File: config.mk
export PLATFORM = sky130hd
export DESIGN_NAME = id_ex_stage
export DESIGN_NICKNAME = d
export VERILOG_FILES = /design/src/rtl/id_ex_stage_pkg.sv /design/src/rtl/hazard_detect_unit.sv /design/src/rtl/id_ex_stage.sv
export SDC_FILE = /design/constraint.sdc
export NUM_CORES = 1
export LEC_CHECK = 0
export CORE_MARGIN = 4
export CORE_UTILIZATION = 30
export DETAILED_ROUTE_END_ITERATION = 7
export MAX_ROUTING_LAYER = met4
export PLACE_DENSITY = 0.57
export RECOVER_POWER = 25
export SYNTH_ARGS = -nofsm -noshare
export SYNTH_HDL_FRONTEND = slang
export SYNTH_SLANG_ARGS = --single-unit
File: constraint.sdc
create_clock -name Clk -period 2.4 [get_ports Clk]
set_input_delay 0.24 -clock Clk [delete_from_list [all_inputs] [get_ports Clk]]
set_output_delay 0.24 -clock Clk [all_outputs]
set_load 0.005 [all_outputs]
File: src/rtl/id_ex_stage_pkg.sv
// Shared definitions for the ID/EX stage: control bundle layout, ALU operation
// codes, opcode constants and the bubble (NOP) control value.
package id_ex_stage_pkg;

    localparam int unsigned CTRL_FLAGS_W = 8;
    localparam int unsigned ALUOP_W      = 5;
    localparam int unsigned CTRL_W       = CTRL_FLAGS_W + ALUOP_W;

    typedef struct packed {
        logic                reg_write;
        logic                reg_dst;
        logic                alu_src;
        logic                branch;
        logic                mem_write;
        logic                mem_read;
        logic                mem_to_reg;
        logic                zero_ext;
        logic [ALUOP_W-1:0]  alu_op;
    } ctrl_t;

    localparam ctrl_t CTRL_NOP = '0;

    localparam logic [ALUOP_W-1:0] ALUOP_RTYPE = 5'b00000;
    localparam logic [ALUOP_W-1:0] ALUOP_ADDI  = 5'b00001;
    localparam logic [ALUOP_W-1:0] ALUOP_MUL   = 5'b00011;
    localparam logic [ALUOP_W-1:0] ALUOP_ANDI  = 5'b10100;
    localparam logic [ALUOP_W-1:0] ALUOP_ORI   = 5'b10101;
    localparam logic [ALUOP_W-1:0] ALUOP_XORI  = 5'b11001;
    localparam logic [ALUOP_W-1:0] ALUOP_SLTI  = 5'b11101;

    localparam int unsigned OPCODE_W = 6;
    localparam logic [OPCODE_W-1:0] OP_RTYPE = 6'h00;
    localparam logic [OPCODE_W-1:0] OP_BEQ   = 6'h04;
    localparam logic [OPCODE_W-1:0] OP_ADDI  = 6'h08;
    localparam logic [OPCODE_W-1:0] OP_SLTI  = 6'h0A;
    localparam logic [OPCODE_W-1:0] OP_ANDI  = 6'h0C;
    localparam logic [OPCODE_W-1:0] OP_ORI   = 6'h0D;
    localparam logic [OPCODE_W-1:0] OP_XORI  = 6'h0E;
    localparam logic [OPCODE_W-1:0] OP_MUL   = 6'h1C;
    localparam logic [OPCODE_W-1:0] OP_LW    = 6'h23;
    localparam logic [OPCODE_W-1:0] OP_SW    = 6'h2B;

endpackage

File: src/rtl/hazard_detect_unit.sv
// Load-use hazard detector: flags an ID instruction that reads the register a
// load currently in EX is about to write.
module hazard_detect_unit #(
    parameter int unsigned RW = 5
) (
    input  logic          ex_valid,
    input  logic          ex_mem_read,
    input  logic [RW-1:0] ex_rt,
    input  logic          id_valid,
    input  logic          id_alu_src,
    input  logic          id_mem_write,
    input  logic          id_branch,
    input  logic [RW-1:0] id_rs,
    input  logic [RW-1:0] id_rt,
    input  logic          flush,
    output logic          hazard_stall_c
);

    logic use_rt_c;
    logic rs_hit_c;
    logic rt_hit_c;

    // Rt is a true source for R-type ALU ops, stores (data) and branches (compare).
    always_comb begin
        use_rt_c       = !id_alu_src | id_mem_write | id_branch;
        rs_hit_c       = (ex_rt == id_rs);
        rt_hit_c       = use_rt_c & (ex_rt == id_rt);
        hazard_stall_c = ex_valid & ex_mem_read & (ex_rt != '0) & id_valid & !flush
                         & (rs_hit_c | rt_hit_c);
    end

endmodule

File: src/rtl/id_ex_stage.sv
// ID/EX pipeline register with load-use bubble insertion, branch flush, external
// hold and a saturating bubble counter.
module id_ex_stage
    import id_ex_stage_pkg::*;
#(
    parameter int unsigned DW    = 32,
    parameter int unsigned RW    = 5,
    parameter int unsigned CNT_W = 16
) (
    input  logic             Clk,
    input  logic             Rst,
    input  logic             Hold,
    input  logic             Flush,
    input  logic             id_valid,
    input  logic             id_RegWrite,
    input  logic             id_RegDst,
    input  logic             id_ALUSrc,
    input  logic             id_Branch,
    input  logic             id_MemWrite,
    input  logic             id_MemRead,
    input  logic             id_MemToReg,
    input  logic             id_zeroExt,
    input  logic [4:0]       id_ALUOp,
    input  logic [DW-1:0]    id_PCPlus4,
    input  logic [DW-1:0]    id_ReadData1,
    input  logic [DW-1:0]    id_ReadData2,
    input  logic [DW-1:0]    id_Imm,
    input  logic [RW-1:0]    id_Rs,
    input  logic [RW-1:0]    id_Rt,
    input  logic [RW-1:0]    id_Rd,
    output logic             ex_valid,
    output logic             ex_RegWrite,
    output logic             ex_RegDst,
    output logic             ex_ALUSrc,
    output logic             ex_Branch,
    output logic             ex_MemWrite,
    output logic             ex_MemRead,
    output logic             ex_MemToReg,
    output logic             ex_zeroExt,
    output logic [4:0]       ex_ALUOp,
    output logic [DW-1:0]    ex_PCPlus4,
    output logic [DW-1:0]    ex_ReadData1,
    output logic [DW-1:0]    ex_ReadData2,
    output logic [DW-1:0]    ex_Imm,
    output logic [RW-1:0]    ex_Rs,
    output logic [RW-1:0]    ex_Rt,
    output logic [RW-1:0]    ex_Rd,
    output logic             HazardStall,
    output logic [CNT_W-1:0] BubbleCount
);

    ctrl_t             id_ctrl;
    ctrl_t             ctrl_d,  ctrl_q;
    logic              valid_d, valid_q;
    logic [DW-1:0]     pc_d,    pc_q;
    logic [DW-1:0]     rd1_d,   rd1_q;
    logic [DW-1:0]     rd2_d,   rd2_q;
    logic [DW-1:0]     imm_d,   imm_q;
    logic [RW-1:0]     rs_d,    rs_q;
    logic [RW-1:0]     rt_d,    rt_q;
    logic [RW-1:0]     rd_d,    rd_q;
    logic [CNT_W-1:0]  cnt_d,   cnt_q;
    logic              hazard_stall_c;

    assign id_ctrl = '{reg_write:  id_RegWrite,
                       reg_dst:    id_RegDst,
                       alu_src:    id_ALUSrc,
                       branch:     id_Branch,
                       mem_write:  id_MemWrite,
                       mem_read:   id_MemRead,
                       mem_to_reg: id_MemToReg,
                       zero_ext:   id_zeroExt,
                       alu_op:     id_ALUOp};

    hazard_detect_unit #(
        .RW (RW)
    ) u_hazard (
        .ex_valid       (valid_q),
        .ex_mem_read    (ctrl_q.mem_read),
        .ex_rt          (rt_q),
        .id_valid       (id_valid),
        .id_alu_src     (id_ALUSrc),
        .id_mem_write   (id_MemWrite),
        .id_branch      (id_Branch),
        .id_rs          (id_Rs),
        .id_rt          (id_Rt),
        .flush          (Flush),
        .hazard_stall_c (hazard_stall_c)
    );

    // Next-state: flush beats hold, hold beats a bubble; data fields only move on a load.
    always_comb begin
        ctrl_d  = ctrl_q;
        valid_d = valid_q;
        pc_d    = pc_q;
        rd1_d   = rd1_q;
        rd2_d   = rd2_q;
        imm_d   = imm_q;
        rs_d    = rs_q;
        rt_d    = rt_q;
        rd_d    = rd_q;
        cnt_d   = cnt_q;
        if (Flush) begin
            valid_d = 1'b0;
            ctrl_d  = CTRL_NOP;
        end else if (!Hold) begin
            if (hazard_stall_c) begin
                valid_d = 1'b0;
                ctrl_d  = CTRL_NOP;
                if (cnt_q != '1) begin
                    cnt_d = cnt_q + CNT_W'(1);
                end
            end else begin
                valid_d = id_valid;
                ctrl_d  = id_valid ? id_ctrl : CTRL_NOP;
                pc_d    = id_PCPlus4;
                rd1_d   = id_ReadData1;
                rd2_d   = id_ReadData2;
                imm_d   = id_Imm;
                rs_d    = id_Rs;
                rt_d    = id_Rt;
                rd_d    = id_Rd;
            end
        end
    end

    always_ff @(posedge Clk) begin
        if (Rst) begin
            ctrl_q  <= CTRL_NOP;
            valid_q <= 1'b0;
            pc_q    <= '0;
            rd1_q   <= '0;
            rd2_q   <= '0;
            imm_q   <= '0;
            rs_q    <= '0;
            rt_q    <= '0;
            rd_q    <= '0;
            cnt_q   <= '0;
        end else begin
            ctrl_q  <= ctrl_d;
            valid_q <= valid_d;
            pc_q    <= pc_d;
            rd1_q   <= rd1_d;
            rd2_q   <= rd2_d;
            imm_q   <= imm_d;
            rs_q    <= rs_d;
            rt_q    <= rt_d;
            rd_q    <= rd_d;
            cnt_q   <= cnt_d;
        end
    end

    assign ex_valid     = valid_q;
    assign ex_RegWrite  = ctrl_q.reg_write;
    assign ex_RegDst    = ctrl_q.reg_dst;
    assign ex_ALUSrc    = ctrl_q.alu_src;
    assign ex_Branch    = ctrl_q.branch;
    assign ex_MemWrite  = ctrl_q.mem_write;
    assign ex_MemRead   = ctrl_q.mem_read;
    assign ex_MemToReg  = ctrl_q.mem_to_reg;
    assign ex_zeroExt   = ctrl_q.zero_ext;
    assign ex_ALUOp     = ctrl_q.alu_op;
    assign ex_PCPlus4   = pc_q;
    assign ex_ReadData1 = rd1_q;
    assign ex_ReadData2 = rd2_q;
    assign ex_Imm       = imm_q;
    assign ex_Rs        = rs_q;
    assign ex_Rt        = rt_q;
    assign ex_Rd        = rd_q;
    assign HazardStall  = hazard_stall_c;
    assign BubbleCount  = cnt_q;

endmodule

# After elaboration in Yosys (flattened, before gate mapping)
# Cells that the tools add are included.
# totals
reg_bits	173
latch_bits	0
ramBits	0
mem_bits_ro	0
wordCells	43
mem_count	0
# classes
addsub	1
n_mul	0
div	0
order_cmp	0
n_eq_ne	3
shifts	0
muxes	3
bitwise	12
reduce_logical	6
# op_table
operator	count
$mux W13	2
$add A16 B1 Y16 const B	1
$ne A16 B16 Y1 const B	1
$eq A5 B5 Y1	2
$and A1 B1 Y1	6
$reduce_bool A5 Y1	1
$reduce_and A4 Y1	1
$not A1 Y1	3
$or A1 B1 Y1	3
$reduce_and A3 Y1	1
$logic_not A1 Y1	2
$reduce_or A2 Y1	1
$mux W1	1

# Longest topological paths before layout
# Gate-level depths: netlist of run 1.
# depth
ltp_word	8
mapped_depth	8
mapped_depth_nobuf	6

# Modules after synthesis
# From an unflattened synthesis of run 1, not the netlist that was laid out.
# unflattened
cells_unflattened	789
area_unflattened_um2	6356.1
# modules_own_cells
mod	n_inst	cells_per_inst	area_each_um2
id_ex_stage	1	770	6207.2
hazard_detect_unit	1	19	148.9

# Least setup slack after synthesis of run 1
# No wires, ideal clock.
# synth_path
path_type	reg-to-reg
from	register rt_q[4] (netlist: ex_Rt[4])
to	register cnt_q[11] (netlist: BubbleCount[11])
arrival_ns	1.855
required_ns	2.279
slack_ns	0.425
stages_incl_launch_ff	8
path_buffers	2
path_cell_list	dfxtp_1 -> or4_4 -> o21a_1 -> buf_6 -> o21ai_4 -> buf_6 -> nand4b_1 -> mux2_2
# synth_between
elab_chain_cells	6
elab_cells_between_ends	10
classes_between	eq/ne: 2; bitwise: 6; reduce/logical: 2
# synth_lines
element	line	rtl
from (decl)	id_ex_stage.sv:60	logic [RW-1:0] rt_d, rt_q;
from (signal assigned)	id_ex_stage.sv:147	rt_q <= rt_d;
$reduce_bool A5 Y1	hazard_detect_unit.sv:28	hazard_stall_c = ex_valid & ex_mem_read & (ex_rt != '0) & id_valid & !flush
$and A1 B1 Y1 (3 in series)	hazard_detect_unit.sv:28	
$and A1 B1 Y1 *	hazard_detect_unit.sv:29	& (rs_hit_c | rt_hit_c);
$reduce_and A4 Y1 (no source line) *	--	
to (signal assigned)	id_ex_stage.sv:149	cnt_q <= cnt_d;
to (decl)	id_ex_stage.sv:62	logic [CNT_W-1:0] cnt_d, cnt_q;
# Every way passes the cells marked *; elsewhere a longest branch is shown, timed or not.
# A chain may end at the register's enable or synchronous reset.

# Worst setup path after layout of run 1
# layout_path
from	register rt_q[4] (netlist: ex_Rt[4])
to	output port HazardStall
# layout_between
elab_chain_cells	5
elab_cells_between_ends	9
classes_between	eq/ne: 2; bitwise: 6; reduce/logical: 1
# layout_lines
element	line	rtl
$reduce_bool A5 Y1	hazard_detect_unit.sv:28	
$and A1 B1 Y1 (3 in series)	hazard_detect_unit.sv:28	
$and A1 B1 Y1 *	hazard_detect_unit.sv:29	
to (decl)	id_ex_stage.sv:48	output logic HazardStall,
# Marks and branches as above.

==> results of run 1 <==
[cells in the final DEF, fill, tap and decap left out, types with 2 or more instances in the layout]
master | netlist | final
nand3_1 | 5 | 5
o21ai_0 | 2 | 2
clkdlybuf4s50_1 | 0 | 247
or3_1 | 2 | 2
nand2_1 | 153 | 153
dfxtp_2 | 0 | 2
bufinv_16 | 0 | 4
inv_6 | 0 | 5
nand4_1 | 5 | 5
mux2i_1 | 144 | 144
mux2_2 | 7 | 7
xnor2_1 | 10 | 10
nor2_1 | 20 | 19
buf_12 | 0 | 21
a32oi_1 | 143 | 143
buf_4 | 1 | 31
nor3b_1 | 7 | 7
clkbuf_16 | 0 | 17
a22o_1 | 13 | 13
nor4b_2 | 3 | 3
nor2b_1 | 14 | 14
nand4b_1 | 2 | 2
dlygate4sd3_1 | 0 | 86
mux2_4 | 2 | 2
dfxtp_1 | 173 | 170
nor3_1 | 2 | 2
and3_1 | 287 | 287
clkinvlp_4 | 0 | 4
o21ai_4 | 1 | 2
and2_1 | 2 | 2
nand3b_1 | 2 | 2
and4bb_1 | 2 | 2
mux2_1 | 6 | 6
[cells by family after synthesis]
logic type / Yosys count / synth area share [%]
simple gates: 511 / 28.0
flops: 173 / 34.4
compound gates: 164 / 14.3
mux: 159 / 16.1
buf+inv: 137 / 6.23
xor+xnor: 10 / 0.870
fa+ha+maj: 1 / 0.124
[sequential cells by signal (all words and copies together), names as in the netlist]
| name | count |
|---|---|
| ex_RegWrite | 1 |
| ex_RegDst | 1 |
| ex_PCPlus4 | 32 |
| ex_ALUSrc | 1 |
| ex_ReadData2 | 32 |
| ex_MemWrite | 1 |
| ex_MemRead | 1 |
| ex_Branch | 1 |
| ex_Rt | 5 |
| ex_zeroExt | 1 |
| BubbleCount | 16 |
| ex_MemToReg | 1 |
| ex_valid | 1 |
| ex_Rd | 5 |
| ex_Rs | 5 |
| ex_ReadData1 | 32 |
| ex_ALUOp | 5 |
| ex_Imm | 32 |
[path summary, 6_finish.rpt]
path	startpoint	endpoint	slack, ns
worst min-delay path	id_zeroExt	ex_zeroExt	0.39
worst max register to register	ex_Rt[4]	ex_ReadData2[12]	0.18
worst max-delay path	ex_Rt[4]	HazardStall	0.11
worst min register to register	ex_ALUOp[2]	ex_ALUOp[2]	0.47
[what timing repair did]
item                                    CTS  global route
resized for setup                         4             2
endpoints found under the setup margin    1             1
setup buffers                             1             3
hold endpoints to repair                  0             0
pin swaps                                 1             1
[area by class of cell]
type | count | area (um^2)
inverters | 2 | 15.0
flip-flops and latches | 173 | 3470
repair buffers | 386 | 4000
well taps | 442 | 553
diodes | 1 | 2.50
multi-input cells | 845 | 6010
fillers | 3240 | 18100
clock inverters | 15 | 208
clock buffers | 17 | 425
[stage by stage]
step / std cells / setup slack, ns / hold WS (ns)
2_1_floorplan: 1155 / 0.425 / 0.373
3_3_place_gp: 1844 / 0.0311 / 0.459
3_5_place_dp: 1844 / -0.00402 / 0.459
4_1_cts: 1877 / 0.00591 / 0.356
5_1_grt: 1881 / 0.0236 / 0.374
6_report: 1881 / 0.113 / 0.387
[report_power, final]
group	internal [mW]	total (mW)	switching, mW
clock network	1.76	3.10	1.34
logic	0.893	1.54	0.643
registers	3.09	3.25	0.161
[metal layers]
| layer | GRT usage [%] | routed length [um] | share of wire [%] | vias to the layer above |
|---|---|---|---|---|
| met4 | 4.09 | 358 | 1.0 | 0 |
| met3 | 5.72 | 2580 | 7.5 | 22 |
| li1 | - | - | - | 4877 |
| met1 | 24.9 | 16000 | 46 | 4807 |
| met5 | - | 0 | 0 | - |
| met2 | 28.3 | 15500 | 45 | 273 |
==> qor.yml, run 1 <==
place:
  place_area_um2: 14000
  routabilityCongestion: 0.760
  numPortBuffers: 334
  hpwl_mm: 22.5
clock_network:
  cts_htree_levels: 4
  clock-root-buffer: "clkbuf_16"
  insertion_delay_ns: 0.45
  cts_buffer_depth: 2
  hold_buffers: 0
  cts_tree: "done"
  clk_pin_slew_ns: 0.08
  cts_sinks: 173
  cts_buffers: 17
worst_setup_path:
  crit_chain: "or4_4, o21a_4, and2_1, clkdlybuf4s15_1"
  critPathKind: "flip-flop to primary output"
  crit_family: "simple AND/OR/NAND/NOR gates"
  cp.depth: 4
  end_kind: "primary output"
  max_stage_delay_ns: 0.56
  cp-start-kind: "flip-flop"
  path_max_fanout: 6
  cp_slowest_cell: "or4_4"
  rr_worst_depth: 7
  crit_buf_inv: 1
  worst_ep_arrival_time_ns: 2.05
  cp.required_ns: 2.16
hold_path:
  hp-class: "primary input to flip-flop"
  min_path_cells: 2
global_routing:
  gr-total-overflow: 0
  grt_start_max_net_pins: 102
  grt_pass1_vias: 9695
  track_usage_pct: 18.7
  grt_pass1_wl_mm: 54.2
  antenna_found_initial: 1
synthesis:
  synth_top_area_share_pct: 34.4
  ys_seq_area_share_pct: 34.4
  synth.yosys.warnings: 0
  synth_common_cells: "287 x and3_1, 173 x dfxtp_1, 153 x nand2_1"
  synth_edf_count: 0
  synth_fp_nets: 1317
  yosys.cell_count.top_type: "and3_1"
  syn-instance-count: 1155
  synth_flop_cell: "dfxtp_1"
  ys_seq_elements: 173
  synthArstFlopShare_pct: 0
  synthesis.area_um2: 10100
  synth_area_per_cell_um2: 8.72
  synth_area_leaders: "dfxtp_1 34%, and3_1 18%, mux2i_1 14%, a32oi_1 12%, nand2_1 5.7%"
  synth_area_leader_cell: "dfxtp_1"
  synth_cell_type_count: 43
sta:
  maxSlewHeadroom_pct: 37.9
  worstMarginPinSlew_ns: 0.932
  max_freq_mhz: 437
  period_needed_ns: 2.29
  drv_slew: 0
  setup_violations: 0
  min_period_over_period_pct: 95.3
  final.setup.tns_ns: 0
  finalHoldViolations: 0
  rsz0062_at_grt: "false"
  finalClockSkew_ns: 0.0121
layout:
  final_util_pct: 44.8
  area_growth_syn_to_layout_pct: 45.8
  nets: 1587
  final_area_um2: 14700
  drive_gt1_share_pct: 7.58
floorplanning:
  core_area_um2: 32800
  initial_core_util_pct: 30.7
  die_w_um: 191
  die_y_um: 191
  ioPinCount: 335
  num_rows: 66
  dieArea_um2: 36600
detailed_routing:
  first_pass_iters: 5
  wire_per_inst_um: 18.3
  dr.first_iter.drc_count: 520
  via_count: 9979
  drc: 0
  ant_nets: 0
  vias_per_cell: 5.31
  wirelength_mm: 34.5
run_status:
  outcome: "completed"
run:
  maxCapViolCount: 0
power_and_ir_drop:
  p_per_area_nw_per_um2: 537
  p_leak_nw: 6.80
  finalPower_mw: 7.89
  ir_drop_uv: 467
(Power assumes the default switching activity.)
==> inputs of run 2 (changes only) <==
--- a/config.mk
+++ b/config.mk
@@ -6,10 +6,10 @@
 export NUM_CORES = 1
 export LEC_CHECK = 0
 export CORE_MARGIN = 4
-export CORE_UTILIZATION = 30
+export CORE_UTILIZATION = 47
 export DETAILED_ROUTE_END_ITERATION = 7
 export MAX_ROUTING_LAYER = met4
-export PLACE_DENSITY = 0.57
+export PLACE_DENSITY = 0.83
 export RECOVER_POWER = 25
 export SYNTH_ARGS = -nofsm -noshare
 export SYNTH_HDL_FRONTEND = slang
==> run 2 against run 1 <==
First-iteration DRC count is 29% higher; combinational power decreased by 3%; clock skew increased by 0.0043 ns; global-route usage is 7.4 points higher; setup slack worse by 0.023 ns; sequential share of layout area is 0.74 points higher; wire length decreased by 7.0%; non-clock buffer count fell by 13; sequential power about the same.
==> qor.yml, run 2 (synthesis results as in run 1) <==
run_status:
  outcome: "completed"
power_and_ir_drop:
  p_seq_share_pct: 42.8  # +1.5 points
  p_per_area_nw_per_um2: 536  # -0.29%
  combPwrFrac_pct: 19.7  # +0.2 points
  p_int_mw: 5.55  # -3.4%
  p_leak_nw: 6.69  # -1.6%
  p_switching_mw: 2.07  # -3.3%
  pwr-share-clk_pct: 37.5  # -1.8 points
  ir_drop_uv: 464  # -0.71%
  swShare_pct: 27.2  # about the same
sta:
  max_freq_mhz: 433  # -0.99%
  period_needed_ns: 2.31  # +0.0228 ns
  finalHoldViolations: 0  # unchanged
  maxSlewHeadroom_pct: 42.1  # +4.2 points
  finalClockSkew_ns: 0.0165  # +0.00433 ns
  min_period_over_period_pct: 96.3  # +0.95 points
  worstMarginPinSlew_ns: 0.868  # -0.0635 ns
  drv_slew: 0  # unchanged
  setup_ws_ns: 0.0899  # -0.0228 ns
  final.setup.tns_ns: 0  # unchanged
  rsz0062_at_grt: "false"
  setup_violations: 0  # unchanged
floorplanning:
  dieArea_um2: 23800  # -35%
  core_area_um2: 21000  # -36%
  die_w_um: 154  # -19%
  ioPinCount: 335  # unchanged
  die_y_um: 154  # -19%
  initial_core_util_pct: 47.9  # +17 points
  num_rows: 53  # -20%
layout:
  stdcell_count: 1700  # -9.6%
  layout_common_cells: "287 x and3_1, 247 x clkdlybuf4s50_1, 170 x dfxtp_1"
  area_growth_syn_to_layout_pct: 41.3
  final_util_pct: 67.7  # +23 points
  nFillCells: 1701  # -48%
  nets: 1574  # -0.82%
  diodes: 0  # -1
  layout_commonest_cell: "and3_1"
  drive_gt1_share_pct: 6.60  # -0.98 points
clock_network:
  insertion_delay_ns: 0.44  # about the same
  cts_tree: "done"
  cts_buffers: 17  # unchanged
  cts_buffer_depth: 2  # unchanged
  clk_pin_slew_ns: 0.08  # about the same
  cts_htree_levels: 4  # unchanged
  hold_buffers: 0  # unchanged
  cts_sinks: 173  # unchanged
  clock-root-buffer: "clkbuf_16"
detailed_routing:
  drc: 0  # unchanged
  via_count: 10200  # +2.2%
  ant_nets: 0  # unchanged
  wirelength_mm: 32.1  # -7.0%
  vias_per_cell: 6.00  # +13%
  wire_per_inst_um: 18.9  # +2.9%
  dr.first_iter.drc_count: 669  # +29%
  first_pass_iters: 5  # unchanged
global_routing:
  track_usage_pct: 26.1  # +7.4 points
  grt_pass1_wl_mm: 50.7  # -6.6%
  gr-total-overflow: 0  # unchanged
  grt_start_max_net_pins: 124  # +22%
  grt_pass1_vias: 9712  # +0.18%
  antenna_found_initial: 0  # -1
place:
  place_ws_ns: -0.165  # -0.161 ns
  routabilityCongestion: 0.884  # +16%
  numPortBuffers: 334  # unchanged
  hpwl_mm: 21.2  # -5.8%
  dp_cells: 1667  # -9.6%
worst_setup_path:
  path_max_fanout: 5  # -1
  end_kind: "primary output"
  worst_ep_arrival_time_ns: 2.07  # +0.02 ns
  cp-start-kind: "flip-flop"
  critPathKind: "flip-flop to primary output"
  cp.required_ns: 2.16  # about the same
run:
  maxCapViolCount: 0  # unchanged
hold_path:
  hp-class: "primary input to flip-flop"
## run 2: cell count changes in the layout (fill, tap and decap cells not counted), sizes merged
cell,change
clkinv,+2
diode,-1
bufinv,-2
clkinvlp,-2
inv,-1
clkbuf,+3
buf,-13
dlygate4sd2,+1
clkdlybuf4s15,-1
## run 2: what timing repair did
action / in CTS / in global routing
setup endpoints to repair: 1 / 1
pin swaps: 1 / 0
gates resized for setup: 4 / 1
buffers inserted: 1 / 0
## run 2: worst max-delay path, stage by stage, from the launching register on
cell	delay (ns)
dfxtp_1	0.35
or4_4	0.58
o21a_4	0.26
and2_1	0.16
dlygate4sd2_1	0.28
## run 2: routing by layer
metal | GRT usage, % | vias to the layer above | wire (um)
met2 | 40.7 | 427 | 15200
met5 | - | - | 0
met3 | 6.35 | 53 | 2600
met4 | 8.58 | 0 | 839
li1 | - | 4841 | -
met1 | 33.5 | 4877 | 13400
## run 2: path summary, 6_finish.rpt
path          startpoint          end  slack, ns  depth (start not counted)
max reg2reg     ex_Rt[4]  ex_ALUOp[4]       0.21                          5
min reg2reg     ex_valid     ex_valid       0.47                          1
min          id_ALUOp[3]  ex_ALUOp[3]       0.40                          2
max             ex_Rt[4]  HazardStall       0.09                          4
## run 2: cell type report
cell class	count	area [um^2]	area share (%)
multi-input cells	845	6010	42.3
clock inverters	12	153	1.07
flip-flops and latches	173	3470	24.4
clock buffers	20	447	3.14
well taps	275	344	2.42
inverters	2	15.0	0.106
repair buffers	373	3790	26.6
## run 2: power by group through the flow
stage | sequential (mW) | combinational, mW | clock [mW]
2_1_floorplan | 3.31 | 0.611 | 0
3_3_place_gp | 3.31 | 1.51 | 0
3_5_place_dp | 3.32 | 1.53 | 0
4_1_cts | 3.26 | 1.54 | 2.91
5_1_grt | 3.29 | 1.61 | 3.05
6_report | 3.26 | 1.50 | 2.86
## run 2: stage by stage
| step | power, mW | hold slack (ns) | area, um^2 |
|---|---|---|---|
| after floorplan | 3.92 | 0.373 | 10100 |
| after CTS | 7.71 | 0.392 | 14200 |
| final | 7.62 | 0.400 | 14200 |
| after global routing | 7.95 | 0.398 | 14200 |
| after global placement | 4.82 | 0.455 | 13600 |
| after detailed placement | 4.85 | 0.458 | 13600 |
